`src/rtl/instruction_fetcher_pkg.sv`:
```
// Shared CPU fetch-side definitions: fetch FSM state encodings and RAM timing,
// common with the memory arbiter.
package instruction_fetcher_pkg;

    typedef enum logic [2:0] {
        ST_IDLE = 3'd0,
        ST_WAIT = 3'd1,
        ST_READ = 3'd2,
        ST_FILL = 3'd3,
        ST_HIT  = 3'd4
    } fetch_state_t;

    localparam int unsigned RAM_RD_LAT = 1;
    localparam int unsigned WORD_BYTES = 4;

    localparam logic [1:0] LAST_BYTE = 2'(WORD_BYTES - 1);
    // Capture index after which memAddr no longer needs to step ahead.
    localparam logic [1:0] STEP_LAST = 2'(WORD_BYTES - 1 - RAM_RD_LAT);

    function automatic logic [31:0] align_pc(input logic [31:0] pc);
        return {pc[31:2], 2'b00};
    endfunction

endpackage

```
`src/rtl/instruction_fetcher.sv`:
```
// Instruction fetch unit: single-cycle cache hits, byte-serial RAM refill on a miss
// with a same-cycle cache fill and instruction delivery.
module instruction_fetcher
    import instruction_fetcher_pkg::*;
#(
    parameter logic [31:0] INIT_PC = 32'h0
) (
    input  logic        clkIn,
    input  logic        rstIn,
    input  logic        rdyIn,
    input  logic [31:0] pcIn,
    input  logic        pcValid,
    input  logic        flushIn,
    output logic        busy,
    output logic [31:0] instOut,
    output logic        instValid,
    output logic [31:0] cacheAddr,
    input  logic        cacheHit,
    input  logic [31:0] cacheData,
    output logic        cacheWrEn,
    output logic [31:0] cacheWrData,
    output logic        memReq,
    input  logic        memGrant,
    output logic [31:0] memAddr,
    input  logic [7:0]  memByte
);

    fetch_state_t state, state_nxt;
    logic [31:0]  pc_q;
    logic [31:0]  word_q;
    logic [31:0]  addr_q;
    logic [1:0]   cnt_q;
    logic         accept;

    assign accept = (state == ST_IDLE) && pcValid && !flushIn;

    always_comb begin
        state_nxt = state;
        case (state)
            ST_IDLE: if (accept) state_nxt = cacheHit ? ST_HIT : ST_WAIT;
            ST_WAIT: begin
                if (flushIn)       state_nxt = ST_IDLE;
                else if (memGrant) state_nxt = ST_READ;
            end
            ST_READ: begin
                if (flushIn)                 state_nxt = ST_IDLE;
                else if (cnt_q == LAST_BYTE) state_nxt = ST_FILL;
            end
            ST_FILL: state_nxt = ST_IDLE;
            ST_HIT:  state_nxt = ST_IDLE;
            default: state_nxt = ST_IDLE;
        endcase
    end

    always_comb begin
        busy        = (state != ST_IDLE);
        memReq      = (state == ST_WAIT) || (state == ST_READ);
        memAddr     = addr_q;
        cacheAddr   = (state == ST_IDLE) ? align_pc(pcIn) : pc_q;
        cacheWrData = word_q;
        instOut     = word_q;
        // Strobes are gated by reset too so a refill caught by reset never writes.
        cacheWrEn   = (state == ST_FILL) && rdyIn && rstIn;
        instValid   = ((state == ST_HIT) || (state == ST_FILL)) && rdyIn && rstIn && !flushIn;
    end

    always_ff @(posedge clkIn) begin
        if (!rstIn) begin
            state  <= ST_IDLE;
            pc_q   <= INIT_PC;
            word_q <= '0;
            addr_q <= '0;
            cnt_q  <= '0;
        end else if (rdyIn) begin
            state <= state_nxt;
            case (state)
                ST_IDLE: begin
                    if (accept) begin
                        pc_q <= align_pc(pcIn);
                        if (cacheHit) begin
                            word_q <= cacheData;
                        end else begin
                            addr_q <= align_pc(pcIn);
                            cnt_q  <= '0;
                        end
                    end
                end
                ST_WAIT: begin
                    if (!flushIn && memGrant) begin
                        addr_q <= pc_q + 32'd1;
                        cnt_q  <= '0;
                    end
                end
                ST_READ: begin
                    if (!flushIn) begin
                        // memByte lags memAddr by RAM_RD_LAT, so the address runs ahead of the capture index.
                        word_q[{cnt_q, 3'b000} +: 8] <= memByte;
                        cnt_q <= cnt_q + 2'd1;
                        if (cnt_q < STEP_LAST)
                            addr_q <= pc_q + 32'(cnt_q) + 32'(RAM_RD_LAT + 1);
                    end
                end
                default: ;
            endcase
        end
    end

endmodule

```
`config.mk`:
```
export PLATFORM = sky130hd
export DESIGN_NAME = instruction_fetcher
export DESIGN_NICKNAME = d
export VERILOG_FILES = /design/src/rtl/instruction_fetcher_pkg.sv /design/src/rtl/instruction_fetcher.sv
export SDC_FILE = /design/constraint.sdc
export NUM_CORES = 1
export LEC_CHECK = 0
export BUFFER_PORTS_ARGS = -buffer_cell sky130_fd_sc_hd__buf_2
export CAP_MARGIN = 20
export CORE_UTILIZATION = 37
export CTS_CLUSTER_DIAMETER = 30
export DETAILED_ROUTE_END_ITERATION = 8
export PLACE_DENSITY = 0.59
export SETUP_SLACK_MARGIN = 0.15
export SLEW_MARGIN = 20
export SYNTH_ARGS = -nofsm -noshare
export SYNTH_HDL_FRONTEND = slang
export SYNTH_SLANG_ARGS = --single-unit
```
`constraint.sdc`:
```
create_clock -name clkIn -period 2.2 [get_ports clkIn]
set_input_delay 0.33 -clock clkIn [delete_from_list [all_inputs] [get_ports clkIn]]
set_output_delay 0.33 -clock clkIn [all_outputs]
set_load 0.02 [all_outputs]
```
==> results.cfg, run 1 <==
[status]
outcome = finished, final reports clean

[routing]
routed.top_layer = met4
met3WireLength_um = 1660
drc_errors = 0
drt-pass1-iter-count = 5
drt-wirelength-per-cell_um = 18.5
detail_route.wirelength_um = 22200
detailroute.via_count = 6658
via_per_inst = 5.56
detailroute.wirelength.met2_um = 10600
drt.antenna.violating_nets = 0
wirelength_met1_um = 9350
drt_first_iter_violations = 517

[global_route]
grt_first_pass_wirelength_um = 32200
grt_remaining_overflow = 0
grt_pass1_vias = 5846
antenna_found_initial = 0
grt_resource_usage_total = 0.249
grt_start_max_net_pins = 39

[power_and_ir_drop]
internal-power_mw = 3.42
seq_power_share = 0.392
p_sw_mw = 1.48
vdd_drop_max_v = 0.000382
clockPowerShare = 0.360
static-leakage-power_nw = 3.62
power.share.switching = 0.302
p_comb_frac = 0.248
power.density_mw_per_mm2 = 582

[sta]
final.setup_skew_ns = 0.0109
post-route-period-util = 0.983
fin_hold_viols = 0
rsz0062_at_grt = true
timing.final.max_slew_violations = 0
worst_hold_slack_ns = 0.227
slew_headroom = 0.642
worst_margin_slew_ns = 0.535
setup_viol_count_final = 0
fmax_ghz = 0.462
post-route-worst-setup-slack_ns = 0.0366
tns_ns = 0
post-route-min-period_ns = 2.16

[yosys]
synth-seq-cells = 99
syn-cell-area_mm2 = 0.00609
yosysTopAreaCellShare = 0.326
synth-warning-count = 0
ys_dominant_reg_cell = dfxtp_1
synth-edff-count = 0
syn_inst = 775
synth.top_cells.by_area = dfxtp_1 (33%), a22oi_1 (6.8%), nand2_1 (6.4%)
ys_async_sr_fraction = 0
yosys.cell_types.count = 72
synthesis.area_per_instance_um2 = 7.85
synth_top_area_cell = dfxtp_1
share_of_synthesized_area_occupied_by_flip_flops_and_latches = 0.326

[worst_setup_path]
type_of_destination_of_the_critical_path = primary output
worst_ep_arrival_time_ns = 1.83
critical_path.reg2reg.startpoint = state[2]
cp.required_ns = 1.87
critPathMaxFanout = 6
start_kind = flop
critical_path_class = reg -> out
crit_path_start = state[2]

[die]
start_util = 0.382
die-width_um = 130
design.core.area_mm2 = 0.0159
dieHeight_um = 130
io-pin-count = 211
rows = 46
die-area_mm2 = 0.0170

[run]
max_cap_violations = 0

[cells_and_area]
post_route_cells_drive_above_1_share = 0.394
area_growth_syn_to_layout_pct = 38.3
num_antenna_cells = 0
fin_util = 0.528
fin_nets = 1061

[placement]
dp.final_hpwl_um = 14600
place.port_buffers = 206
finalWeightedCongestion = 0.846
detailedPlace.worstSlack_ns = 0.149

[clocking]
ctsHtreeMaxLevel = 3
clock_insertion_delay_worst_skew_ns = 0.36
cts.clk_slew.worst_paths_ns = 0.07
clock_tree_from_tritoncts = yes
clock_tree.buffer_depth = 2
cts-buffers-inserted = 9
clock_sinks = 99
root_buffer = clkbuf_16

[min_path]
holdCritStartpoint = pcIn[26]
holdCritPathClass = in -> reg
[through the flow]
stage,instance area [um^2],cells,total power [mW]
2_1_floorplan,6090,776,2.58
3_3_place_gp,7350,1160,2.92
3_5_place_dp,7350,1160,2.92
5_1_grt,8410,1198,5.08
6_report,8410,1198,4.90
4_1_cts,8000,1185,4.81
[synthesized netlist by cell type, types with 3 or more instances]
| cell type | number |
|---|---|
| nand2_1 | 103 |
| a22oi_1 | 55 |
| nor3_2 | 3 |
| nand2b_1 | 3 |
| o21ai_0 | 30 |
| a211oi_1 | 36 |
| buf_4 | 34 |
| o22a_1 | 4 |
| nor2_1 | 60 |
| a22o_1 | 3 |
| ha_1 | 5 |
| xor2_1 | 4 |
| a211o_1 | 3 |
| xnor2_1 | 7 |
| a21oi_1 | 73 |
| nand3_1 | 21 |
| nor3_1 | 8 |
| mux2_2 | 28 |
| inv_1 | 12 |
| nor4_1 | 7 |
| nand4_1 | 7 |
| and3_1 | 5 |
| buf_2 | 29 |
| o221a_2 | 3 |
| dfxtp_1 | 99 |
| a31oi_1 | 11 |
| and4_1 | 3 |
| o21ai_1 | 9 |
| o31a_1 | 5 |
| or3_1 | 5 |
| clkbuf_1 | 30 |
| nor2b_1 | 12 |
| o211ai_1 | 4 |
| buf_6 | 5 |
| o22ai_1 | 4 |
[worst paths after layout]
check	end	slack [ns]	cells after the start
min	pc_q[26]	0.23	3
max	cacheAddr[17]	0.04	6
min reg2reg	memAddr[0]	0.45	2
max reg2reg	memAddr[24]	0.12	8
[area by class of cell]
cell class | count | area [um^2]
fill | 1587 | 7530
multi-input combinational | 564 | 3710
timing repair buffer | 290 | 2070
sequential | 99 | 2000
tap | 216 | 270
clock buffer | 10 | 229
clock inverter | 6 | 90.1
inverter | 13 | 52.6
[power groups by stage]
stage / Combinational (mW) / Clock [mW] / Sequential, mW
after global placement: 0.957 / 0 / 1.96
after CTS: 1.11 / 1.79 / 1.92
final: 1.21 / 1.76 / 1.92
after global routing: 1.29 / 1.86 / 1.93
after detailed placement: 0.963 / 0 / 1.96
after floorplan: 0.571 / 0 / 2.01
[repair_timing]
action                                  in CTS  in global routing
setup buffers                                6                  9
endpoints found under the setup margin      30                 83
cloned                                       3                  4
hold buffers                                 0                  0
resized for setup                           59                 76
pin swaps                                    1                 12
[registers in the layout, summed over array words and instances (netlist names)]
signal	cells
cacheWrData	32
cnt_q	2
memAddr	32
pc_q	30
state	3
[cell usage in the layout (no fill, tap or decap), types with 5 or more instances in the layout]
| master | n |
|---|---|
| nor3_1 | 8 |
| mux2_4 | 19 |
| a211oi_1 | 35 |
| o21ai_0 | 20 |
| dfxtp_2 | 8 |
| o21ai_2 | 11 |
| inv_1 | 11 |
| a31oi_1 | 11 |
| buf_6 | 31 |
| o21ai_1 | 7 |
| o31a_1 | 5 |
| nand2_1 | 100 |
| mux2_2 | 9 |
| buf_12 | 6 |
| a22oi_1 | 55 |
| nand3_1 | 20 |
| nor4_1 | 7 |
| xnor2_1 | 7 |
| buf_2 | 184 |
| a21oi_1 | 73 |
| clkbuf_16 | 13 |
| nand4_1 | 7 |
| buf_4 | 59 |
| nor2_1 | 60 |
| dfxtp_1 | 90 |
| or3_1 | 5 |
| nor2b_1 | 11 |
[worst max-delay path, stage by stage, from the launching register on]
cell	delay (ns)
dfxtp_2	0.33
buf_8	0.12
nor3_4	0.20
buf_6	0.18
clkbuf_16	0.17
mux2_2	0.34
buf_6	0.13
[kinds of logic (layout without fill, tap and decap cells)]
family / after synthesis / after routing / synth area share
buffers and inverters: 113 / 319 / 0.103
XOR/XNOR: 11 / 11 / 0.0158
other: 1 / 2 / 0.000616
flip-flops: 99 / 99 / 0.326
adder cells (fa/ha/maj): 5 / 5 / 0.0103
AO/OA/AOI/OAI: 262 / 262 / 0.287
multiplexers: 30 / 30 / 0.0551
AND/OR/NAND/NOR: 254 / 254 / 0.203
[per-layer routing]
layer  global-route usage  vias up
met5                    0        -
met1                0.318     3100
met2                0.414      314
met4                0.111        0
met3               0.0369       38
li1                     -     3206
No activity file was read; power rests on OpenSTA's default activity.
==> run 2: changes to the inputs <==
--- a/config.mk
+++ b/config.mk
@@ -10,6 +10,7 @@
 export CORE_UTILIZATION = 37
 export CTS_CLUSTER_DIAMETER = 30
 export DETAILED_ROUTE_END_ITERATION = 8
+export MAX_ROUTING_LAYER = met4
 export PLACE_DENSITY = 0.59
 export SETUP_SLACK_MARGIN = 0.15
 export SLEW_MARGIN = 20
==> run 2 against run 1 <==
Net effect: maximum frequency about the same; setup slack better by 0.0016 ns; non-clock buffer count up 2; first-iteration DRC count down 4.1%; die area unchanged; power about the same; register-to-register slack worse by 0.04 ns; routed wire length up 0.40%; highest routed layer unchanged.
==> results.cfg, run 2 (same netlist as run 1, synthesis figures left out) <==
[cells_and_area]
most_common_cell_after_layout_fill_and_taps_aside = buf_2
final.fill_count = 1581
post_route_cells_drive_above_1_share = 0.398
fin_nets = 1063
layout.cells.most_common_list = buf_2 (184), nand2_1 (101), dfxtp_1 (90), a21oi_1 (70), nor2_1 (60)
multiInputGateArea_mm2 = 0.00372
instances_no_fill = 1200
area_growth_syn_to_layout_pct = 38.5
num_antenna_cells = 0
seqCellArea_mm2 = 0.00200
finish.instance_area_mm2 = 0.00843

[die]
design.core.area_mm2 = 0.0159
die-width_um = 130
die-area_mm2 = 0.0170
io-pin-count = 211
dieHeight_um = 130
start_util = 0.382
rows = 46

[placement]
finalWeightedCongestion = 0.860
dpl.cell_count = 1160
place.port_buffers = 206
dp.final_hpwl_um = 14600
place_area_mm2 = 0.00735
detailedPlace.worstSlack_ns = 0.149

[routing]
drt-wirelength-per-cell_um = 18.6
drt_first_iter_violations = 496
drc_errors = 0
detailroute.via_count = 6667
drt-pass1-iter-count = 5
detail_route.wirelength_um = 22300
via_per_inst = 5.56
drt.antenna.violating_nets = 0

[global_route]
grt_resource_usage_total = 0.256
grt_first_pass_wirelength_um = 32100
grt_remaining_overflow = 0
antenna_found_initial = 0
grt_start_max_net_pins = 39
grt_pass1_vias = 5866

[worst_setup_path]
type_of_destination_of_the_critical_path = primary output
critical_path_class = reg -> out
worst_ep_arrival_time_ns = 1.83
cp.required_ns = 1.87
critPathMaxFanout = 6
slowest_delay_ns = 0.34
timing.critical_path.mode_cell = buf_6
start_kind = flop
critical-path-slowest-cell = mux2_2
crit_path_cell_trace = buf_8 -> nor3_4 -> buf_6 -> clkbuf_16 -> mux2_2 -> buf_6

[power_and_ir_drop]
static-leakage-power_nw = 3.61
power.density_mw_per_mm2 = 582
vdd_drop_max_v = 0.000395

[sta]
rsz0062_at_grt = true
worst_margin_slew_ns = 0.534
post-route-period-util = 0.983
fin_hold_viols = 0
worst_hold_slack_ns = 0.230
fmax_ghz = 0.463
final.setup_skew_ns = 0.0125
post-route-worst-setup-slack_ns = 0.0382
setup_viol_count_final = 0
timing.final.max_slew_violations = 0
post-route-min-period_ns = 2.16
slew_headroom = 0.643
tns_ns = 0

[clocking]
clock_insertion_delay_worst_skew_ns = 0.36
clock_sinks = 99
ctsHtreeMaxLevel = 3
clock_tree_from_tritoncts = yes
cts-buffers-inserted = 9
cts.clk_slew.worst_paths_ns = 0.07
root_buffer = clkbuf_16
clock_tree.buffer_depth = 2

[min_path]
holdCritPathClass = in -> reg

[run]
max_cap_violations = 0

[status]
outcome = finished, final reports clean
-- run 2: cell count changes in the layout (fill, tap and decap cells not counted) --
cell / change
a21oi_2: +3
nand2_4: -1
buf_6: +3
clkbuf_16: -1
nand2_1: +1
o21ai_2: +1
a21oi_1: -3
o21ai_0: -1
-- run 2: metal layers --
metal | up-vias | global-route usage | wire, um
li1 | 3204 | - | -
met4 | 0 | 0.111 | 615
met2 | 304 | 0.414 | 10800
met3 | 38 | 0.0361 | 1540
met5 | - | - | 0
met1 | 3121 | 0.318 | 9340
-- run 2: where the power goes --
| group | switching, mW | total, mW | internal [mW] |
|---|---|---|---|
| logic | 0.663 | 1.22 | 0.557 |
| registers | 0.0598 | 1.92 | 1.86 |
| clock network | 0.761 | 1.76 | 1.00 |
-- run 2: critical path: cells and delay by family (launching register included) --
family,cells,cell delay [ns]
buffers and inverters,4,0.60
muxes,1,0.34
DFF,1,0.33
and+or+nand+nor,1,0.20
-- run 2: path summary, 6_finish.rpt --
path	slack [ns]	end	startpoint	cells after the start
max	0.04	cacheAddr[17]	state[2]	6
min	0.23	pc_q[26]	pcIn[26]	3
max reg2reg	0.08	memAddr[9]	state[2]	9
min reg2reg	0.45	memAddr[0]	memAddr[0]	2
-- run 2: cell type report --
cell class                 instances  area share
clock inverter                     6      0.0107
sequential                        99       0.237
tap                              216      0.0321
timing repair buffer             292       0.246
clock buffer                      10      0.0272
multi-input combinational        564       0.441
inverter                          13     0.00623
-- run 2: repair_timing --
action                     in CTS  in global routing
setup buffers                   6                 12
setup endpoints to repair      30                 84
pin swaps                       1                 14
gates cloned                    3                  3
hold buffers                    0                  0
resized for setup              59                 84
-- run 2: stage by stage --
stage | total power [mW] | utilization
after floorplan | 2.58 | -
after global placement | 2.92 | 0.461
after detailed placement | 2.92 | 0.461
after CTS | 4.81 | 0.502
after global routing | 5.08 | 0.529
final | 4.90 | 0.529
